`config.mk`:
```
export PLATFORM = sky130hd
export DESIGN_NAME = serial_add_ctrl
export DESIGN_NICKNAME = d
export VERILOG_FILES = /design/src/rtl/serial_add_ctrl.sv
export SDC_FILE = /design/constraint.sdc
export NUM_CORES = 1
export LEC_CHECK = 0
export CAP_MARGIN = 0
export CELL_PAD_IN_SITES_DETAIL_PLACEMENT = 1
export CELL_PAD_IN_SITES_GLOBAL_PLACEMENT = 2
export CORE_MARGIN = 2
export CORE_UTILIZATION = 31
export CTS_BUF_LIST = sky130_fd_sc_hd__clkbuf_16
export DETAILED_ROUTE_END_ITERATION = 16
export GPL_ROUTABILITY_DRIVEN = 0
export GPL_TIMING_DRIVEN = 0
export PLACE_DENSITY = 0.81
export SKIP_CTS_REPAIR_TIMING = 1
export SLEW_MARGIN = 20
export SYNTH_ARGS = -nofsm -noshare
export SYNTH_HDL_FRONTEND = slang
export SYNTH_SLANG_ARGS = --single-unit
```
`constraint.sdc`:
```
create_clock -name clk -period 1.5 [get_ports clk]
set_clock_uncertainty 0.1 [all_clocks]
set_input_delay 0.45 -clock clk [delete_from_list [all_inputs] [get_ports clk]]
set_output_delay 0.45 -clock clk [all_outputs]
set_load 0.02 [all_outputs]
```
`src/rtl/serial_add_ctrl.sv`:
```
// ============================================================================
// Module      : serial_add_ctrl
// Description : Bit-serial adder (LSB first, one bit per clock) with
//               IDLE/ADD/DONE control and registered sum/carry outputs.
// Revision    : 1.0 - initial release
// ============================================================================
`default_nettype none

module serial_add_ctrl #(
    parameter int WIDTH = 8
) (
    input  logic             clk,
    input  logic             rst_n,
    input  logic             start,
    input  logic [WIDTH-1:0] a,
    input  logic [WIDTH-1:0] b,
    output logic             busy,
    output logic             done,
    output logic [WIDTH-1:0] s,
    output logic             Cout
);

    localparam int             c_CW   = (WIDTH > 1) ? $clog2(WIDTH) : 1;
    localparam logic [c_CW-1:0] c_LAST = c_CW'(WIDTH - 1);

    typedef enum logic [1:0] {
        IDLE = 2'd0,
        ADD  = 2'd1,
        DONE = 2'd2
    } state_t;

    state_t            r_state;
    state_t            w_state_next;
    logic [WIDTH-1:0]  r_a_sh;
    logic [WIDTH-1:0]  r_b_sh;
    logic [WIDTH-1:0]  r_sum_sh;
    logic              r_carry;
    logic [c_CW-1:0]   r_cnt;

    logic              w_ha1_s;
    logic              w_ha1_c;
    logic              w_sum;
    logic              w_ha2_c;
    logic              w_carry_next;
    logic              w_last;
    logic [WIDTH:0]    w_sum_cat;
    logic [WIDTH-1:0]  w_sum_next;

    // Full adder from two half adders and an OR gate
    assign w_ha1_s      = r_a_sh[0] ^ r_b_sh[0];
    assign w_ha1_c      = r_a_sh[0] & r_b_sh[0];
    assign w_sum        = w_ha1_s ^ r_carry;
    assign w_ha2_c      = w_ha1_s & r_carry;
    assign w_carry_next = w_ha1_c | w_ha2_c;

    // Concatenate then drop the LSB so the shift also works for WIDTH == 1
    assign w_sum_cat  = {w_sum, r_sum_sh};
    assign w_sum_next = w_sum_cat[WIDTH:1];
    assign w_last     = (r_cnt == c_LAST);

    always_ff @(posedge clk or negedge rst_n) begin
        if (!rst_n) begin
            r_state <= IDLE;
        end else begin
            r_state <= w_state_next;
        end
    end

    always_comb begin
        w_state_next = r_state;
        busy         = 1'b0;
        done         = 1'b0;
        case (r_state)
            IDLE: begin
                if (start) begin
                    w_state_next = ADD;
                end
            end
            ADD: begin
                busy = 1'b1;
                if (w_last) begin
                    w_state_next = DONE;
                end
            end
            DONE: begin
                busy         = 1'b1;
                done         = 1'b1;
                w_state_next = IDLE;
            end
            default: begin
                w_state_next = IDLE;
            end
        endcase
    end

    always_ff @(posedge clk or negedge rst_n) begin
        if (!rst_n) begin
            r_a_sh   <= '0;
            r_b_sh   <= '0;
            r_sum_sh <= '0;
            r_carry  <= 1'b0;
            r_cnt    <= '0;
            s        <= '0;
            Cout     <= 1'b0;
        end else begin
            if (r_state == IDLE && start) begin
                r_a_sh   <= a;
                r_b_sh   <= b;
                r_sum_sh <= '0;
                r_carry  <= 1'b0;
                r_cnt    <= '0;
            end else if (r_state == ADD) begin
                r_a_sh   <= r_a_sh >> 1;
                r_b_sh   <= r_b_sh >> 1;
                r_sum_sh <= w_sum_next;
                r_carry  <= w_carry_next;
                r_cnt    <= r_cnt + c_CW'(1);
                if (w_last) begin
                    s    <= w_sum_next;
                    Cout <= w_carry_next;
                end
            end
        end
    end

endmodule

`default_nettype wire

```
# ---- After elaboration in Yosys (flattened, before gate mapping)
# Index checks and enable logic that the tools add are counted.
dict set report totals {
  input_bits 19
  elab_cells 41
  ff_bits 39
}
dict set report classes {
  reduce_logical 6
  mux 15
  n_addsub 1
  bitwise_logic 6
  eq_ne 5
}
# cell count
set op_table {}
lappend op_table {{$mux W8} 6}
lappend op_table {{$mux W3} 2}
lappend op_table {{$mux W1} 4}
lappend op_table {{$mux W2} 2}
lappend op_table {{$ne A2 B2 Y1 const B} 2}
lappend op_table {{$pmux W2 S2} 1}
lappend op_table {{$add A3 B1 Y3 const B} 1}
lappend op_table {{$eq A3 B3 Y1 const B} 1}
lappend op_table {{$reduce_and A3 Y1} 1}
lappend op_table {{$and A1 B1 Y1} 2}
lappend op_table {{$eq A2 B1 Y1 const B} 1}
lappend op_table {{$eq A2 B2 Y1 const B} 1}
lappend op_table {{$logic_not A2 Y1} 1}
lappend op_table {{$reduce_and A2 Y1} 1}
lappend op_table {{$reduce_bool A2 Y1} 1}
lappend op_table {{$reduce_or A2 Y1} 1}
lappend op_table {{$xor A1 B1 Y1} 2}
lappend op_table {{$logic_and A1 B1 Y1} 1}
lappend op_table {{$not A1 Y1} 1}
lappend op_table {{$or A1 B1 Y1} 1}

# ---- Logic depth before layout (Yosys ltp)
# Gate-level depths: netlist of the first run.
dict set report depth {
  depth_word 5
  mapped_depth 7
}

# ---- Worst setup path after synthesis of the first run
# OpenSTA, ideal clock, no wires.
dict set report synth_timing {
  kind {reg2reg}
  start {register r_state[0]}
  end {register Cout}
  period_less_slack_ns 1.610
  slack_ns -0.110
  arrival_ns 1.385
  stages_incl_launch_ff 7
  setup_time_ns 0.125
  t_required_ns 1.275
  cell_sequence {dfrtp_1 > inv_1 > ha_1 > and2_4 > buf_6 > nor2_8 > mux2_4}
}
dict set report synth_between {
  elab_chain_len 4
}
# item line_no
set synth_lines {}
lappend synth_lines {{start: declaration} 32} ;# state_t r_state;
lappend synth_lines {{start signal: assignment} 65} ;# r_state <= w_state_next;
lappend synth_lines {{$logic_not A2 Y1} 106} ;# if (r_state == IDLE && start) begin
lappend synth_lines {{$logic_and A1 B1 Y1} 106}
lappend synth_lines {{$not A1 Y1 (no source line)} n/a}
lappend synth_lines {{$reduce_and A3 Y1 (no source line) *} n/a}
lappend synth_lines {{end signal: assignment} 120} ;# Cout <= w_carry_next;
lappend synth_lines {{end: declaration} 20} ;# output logic Cout
# Every way passes the cells marked *; elsewhere a longest branch is shown, timed or not.
# A chain may end at the register's enable or synchronous reset.

# ---- Worst setup path in the final report of the first run
dict set report layout_timing {
  start {register r_state[1]}
  end {output busy}
}
dict set report layout_between {
  elab_chain_len 3
}
# item line_no
set layout_lines {}
lappend layout_lines {{$eq A2 B1 Y1 or $eq A2 B2 Y1 (tied branches)} 73} ;# case (r_state)
lappend layout_lines {{$reduce_or A2 Y1 (no source line) *} n/a}
lappend layout_lines {{$mux W1 *} 73}
lappend layout_lines {{end: declaration} 17} ;# output logic busy,
# Marked as above.

==> flow_metrics.tcl, run 1 <==
set metrics [dict create \
    drt-initial-drc-count 36 \
    post_drt_wl_per_cell_microns 16.07 \
    drv_cap 0 \
    netlist_area_sq_um 1757 \
    setup_tns_ns -3.525 \
    crit_fanout 4 \
    antenna_found_initial 0 \
    num_rows 27 \
    finalNonFillerCells 270 \
    grt_util_met2_pct 22.97 \
    cts_sinks 38 \
    finalInstanceArea_sq_um 2654 \
    place_area_sq_um 2162 \
    fin_crit_sh_pct 117.8 \
    cts-root-buf "clkbuf_16" \
    grt_pass1_wl_microns 5989 \
    clockBufferDepth 2 \
    ir_worst_vdd_uv 779.5 \
    routed_wl_microns 4338 \
    dpl.hpwl_microns 2628 \
    slew_viol_final 0 \
    vias 1264 \
    drive_gt1_share_pct 30.81 \
    fp.dieH_microns 79.28 \
    yosysWarnings 0 \
    start_kind "flip-flop" \
    met3_usage_pct 3.636 \
    synth_compound_area_share_pct 5.556 \
    synth.distinct_cells 21 \
    die_x_microns 79.28 \
    gr-usage-met1_pct 14.32 \
    final_util_pct 48.49 \
    cp.arrival_ns 1.22 \
    num_io_pins 30 \
    netlist_instances 143 \
    route.detailed.drc 0 \
    synth-xor-area-share_pct 0.4986 \
    clock.fmax_mhz 565.9 \
    multi_input_area_sq_um 829.5 \
    min_period_ns 1.767 \
    slew_headroom_pct 69.48 \
    fin_ws_ns -0.2671 \
    post_drt_via_cell_ratio 4.681 \
    clkLatencyLatePin_ns 0.27 \
    synthMuxAreaShare_pct 22.01 \
    grt_max_degree 24 \
    cp.required_ns 0.95 \
    powerDensity_nw_per_um2 2042 \
    nFillCells 566 \
    violations "negative setup slack" \
    netlist.area_leader.share_pct 54.13 \
    tightest_slew_ns 0.4578 \
    grt_pass1_vias 1269 \
    power.leakage_nw 1.398 \
    coreArea_sq_um 5473 \
    syn-mean-instance-area_sq_um 12.28 \
    synth_top_family_by_area "multiplexers" \
    path_class "flip-flop to output port" \
    synth_fa_ha_area_share_pct 5.413 \
    synthesis.nets 169 \
    area_growth_pct 51.07 \
    synth_area_leaders "dfrtp_1 54%, mux2i_1 14%, mux2_4 7.7%" \
    numPortBuffers 29 \
    ff_latch_area_sq_um 952.2 \
    ant_nets 0 \
    status "finished with violations" \
    post-place-cells 245 \
    yosysSeqAreaShare_pct 54.13 \
    h-tree-depth 2 \
    rsz0062_at_grt "yes" \
    die-area_sq_um 6285 \
    diodes 0 \
    first_pass_iters 4 \
    setup-violations-final 40 \
    clkTransAtPathRegs_ns 0.06 \
    numCtsBuffers 5 \
    hold_violations 0 \
    globalRouteTotalUtil_pct 12.58 \
    cts_tree "done" \
    synth_seq_cells 38 \
    end_kind "output port" \
    overflow 0 \
    fin_nets 223 \
    synth-simple-area-share_pct 8.689 \
    synth_top_cell_by_area "dfrtp_1" \
    start_util_pct 32.10 \
    hold_path.class "input pin to asynchronous set/reset pin" \
    busiest_layer "met2" \
]
==> metal layers <==
metal | up-vias | part of all wire [%]
li1 | 595 | -
met1 | 643 | 41
met4 | 0 | 0.18
met2 | 24 | 56
met3 | 2 | 3.1
met5 | - | 0
==> where the power goes <==
group          switching, mW  leakage [nW]  internal (mW)  total (mW)
clock network          0.382        0.0724          0.600       0.982
registers              0.270         0.496           1.43        1.70
logic                   1.18         0.830           1.56        2.74
total                   1.83          1.40           3.59        5.42
==> cell usage after synthesis (all sizes together) <==
library cell / number
dfrtp: 38
mux2i: 24
nand2: 17
o21ai: 17
nor2: 12
mux2: 10
buf: 7
ha: 6
inv: 3
nand2b: 2
a21oi: 1
and2: 1
clkbuf: 1
fa: 1
nor2b: 1
o21a: 1
xnor2: 1
==> logic make-up after synthesis <==
kind of cell,after synthesis
AND/OR/NAND/NOR,33
multiplexers,34
adder cells (fa/ha/maj),7
AO/OA/AOI/OAI,19
flip-flops,38
XOR/XNOR,1
buffers and inverters,11
==> layout by cell type (no fill, tap or decap), types with 2 or more instances in the layout <==
master	netlist	routed
mux2i_2	0	2
mux2_4	9	9
o21ai_1	0	14
inv_1	3	2
nor2_1	11	11
o21ai_2	0	2
ha_1	6	3
dlymetal6s2s_1	0	9
nand2_1	17	16
clkdlybuf4s50_1	0	17
nand2b_4	0	2
ha_2	0	2
dfrtp_1	38	37
mux2i_1	24	22
clkbuf_16	0	7
inv_2	0	2
buf_8	0	5
buf_6	2	4
buf_12	0	3
buf_2	4	2
buf_4	1	11
==> registers in the layout, indices dropped and copies added (netlist names) <==
register	flops
r_b_sh	8
r_a_sh	8
Cout	1
r_carry	1
r_sum_sh	7
r_state	2
r_cnt	3
s	8
==> worst paths after layout <==
path / slack, ns / startpoint / cells past startpoint / end
max: -0.27 / r_state[1] / 3 / busy
max in group asynchronous: 0.82 / rst_n / 2 / r_sum_sh[3]
max reg2reg: -0.21 / r_state[1] / 8 / r_sum_sh[7]
min: 0.02 / rst_n / 1 / r_a_sh[6]
min reg2reg: 0.41 / s[4] / 1 / s[4]
min in group clk: 0.41 / s[4] / 1 / s[4]
==> final cells by class <==
type,instances,share of cell area [%]
plain buffers,7,4.055
flip-flops and latches,38,35.88
repair buffers,47,19.80
clock inverters,3,0.4715
clock buffers,5,4.715
well taps,72,3.395
inverters,3,0.4243
multi-input cells,95,31.26
==> metrics by stage <==
stage | setup slack [ns] | power [mW] | hold slack, ns
finish | -0.2671 | 5.419 | 0.02191
global route | -0.3063 | 5.757 | 0.04157
CTS | -0.6895 | 4.491 | 0.02261
detailed placement | -0.5383 | 3.494 | 0.3161
global placement | -0.9693 | 3.363 | 0.3969
floorplan | -0.03709 | 2.893 | 0.05441
==> worst max-delay path, stage by stage (launching register included) <==
cell and delay [ns]:
dfrtp_1 0.40, inv_2 0.12, ha_2 0.27, buf_2 0.16
(Power assumes the default switching activity.)
==> run 2: changes to the inputs <==
- MAX_ROUTING_LAYER: unset -> met4
==> flow_metrics.tcl, run 2 (synthesis gave the netlist of run 1 again) <==
set metrics [dict create \
    largestRegisters "r_a_sh (8), r_b_sh (8), s (8)" \
    diodes 0 \
    die-area_sq_um 6285 \
    vias 1272 \
    setup-violations-final 40 \
    hold_violations 0 \
    cts_sinks 38 \
    tightest_slew_ns 0.4511 \
    mostFrequentLayoutCell "dfrtp_1" \
    final_cell_mix "37 x dfrtp_1, 22 x mux2i_1, 16 x nand2_1, 16 x clkdlybuf4s50_1, 14 x o21ai_1" \
    grt_max_degree 24 \
    h-tree-depth 2 \
    hold_path.class "input pin to asynchronous set/reset pin" \
    fin_ws_ns -0.2704 \
    post_drt_wl_per_cell_microns 16.10 \
    numPortBuffers 29 \
    path_class "flip-flop to output port" \
    route.detailed.drc 0 \
    power.leakage_nw 1.402 \
    overflow 0 \
    cp.required_ns 0.95 \
    fp.dieH_microns 79.28 \
    status "finished with violations" \
    die_x_microns 79.28 \
    ir_worst_vdd_uv 777.2 \
    antenna_found_initial 0 \
    clockBufferDepth 2 \
    start_kind "flip-flop" \
    finalInstanceArea_sq_um 2645 \
    clkLatencyLatePin_ns 0.28 \
    coreArea_sq_um 5473 \
    fin_nets 223 \
    fin_crit_sh_pct 118.0 \
    grt_pass1_vias 1275 \
    clkTransAtPathRegs_ns 0.05 \
    place_area_sq_um 2162 \
    slew_viol_final 0 \
    cts_tree "done" \
    routed_wl_microns 4348 \
    globalRouteTotalUtil_pct 12.90 \
    drive_gt1_share_pct 30.81 \
    violations "negative setup slack" \
    cts-root-buf "clkbuf_16" \
    area_growth_pct 50.57 \
    min_period_ns 1.770 \
    grt_pass1_wl_microns 5975 \
    num_io_pins 30 \
    cp.arrival_ns 1.22 \
    drv_cap 0 \
    powerDensity_nw_per_um2 2045 \
    numCtsBuffers 5 \
    drt-initial-drc-count 19 \
    start_util_pct 32.10 \
    rsz0062_at_grt "yes" \
    end_kind "output port" \
    post_drt_via_cell_ratio 4.711 \
    clock.fmax_mhz 564.9 \
    place_ws_ns -0.5383 \
    first_pass_iters 4 \
    crit_fanout 4 \
    dpl.hpwl_microns 2628 \
    num_rows 27 \
    power_mw 5.409 \
    slew_headroom_pct 69.93 \
    ant_nets 0 \
]
## run 2: routing by layer
layer  vias to the layer above  global-route usage (%)  share of wire (%)  wire length [microns]
met4                         0                   3.276               0.53                     23
met3                         4                   3.523                3.4                    147
li1                        599                       -                  -                      -
met5                         -                       -                  0                      0
met2                        27                   22.97                 56                   2415
met1                       642                   14.32                 41                   1762
## run 2: cell type report
cell class              count  area [sq um]
multi-input cells          96         837.1
plain buffers               7         96.34
flip-flops and latches     38         952.2
clock buffers               5         125.1
fillers                   568          2828
inverters                   3         11.26
well taps                  72         90.09
clock inverters             3         12.51
repair buffers             46         520.5
## run 2: where the power goes
part	internal (mW)	switching [mW]
combinational	1.54	1.18
clock	0.600	0.390
sequential	1.43	0.270
## run 2: final timing paths
path	from	endpoint	slack, ns	cells past startpoint
min	rst_n	r_state[1]	0.02	1
max reg2reg	r_state[1]	r_sum_sh[7]	-0.21	8
min reg2reg	s[4]	s[4]	0.41	1
min in group clk	s[4]	s[4]	0.41	1
max in group asynchronous	rst_n	r_sum_sh[3]	0.82	2
max	r_state[1]	busy	-0.27	3
## run 2: critical path: stages, from the launching register on
cell and delay (ns):
dfrtp_1 0.40, inv_2 0.12, ha_2 0.27, buf_2 0.16
## run 2: stage by stage
step / instances / TNS [ns] / hold slack, ns / util (%)
2_1_floorplan: 143 / -0.3338 / 0.05441 / -
3_3_place_gp: 244 / -49.93 / 0.3969 / 39.09
3_5_place_dp: 245 / -14.62 / 0.3161 / 39.51
4_1_cts: 253 / -9.960 / 0.02261 / 42.02
5_1_grt: 270 / -6.456 / 0.04251 / 48.33
6_report: 270 / -3.569 / 0.01964 / 48.33
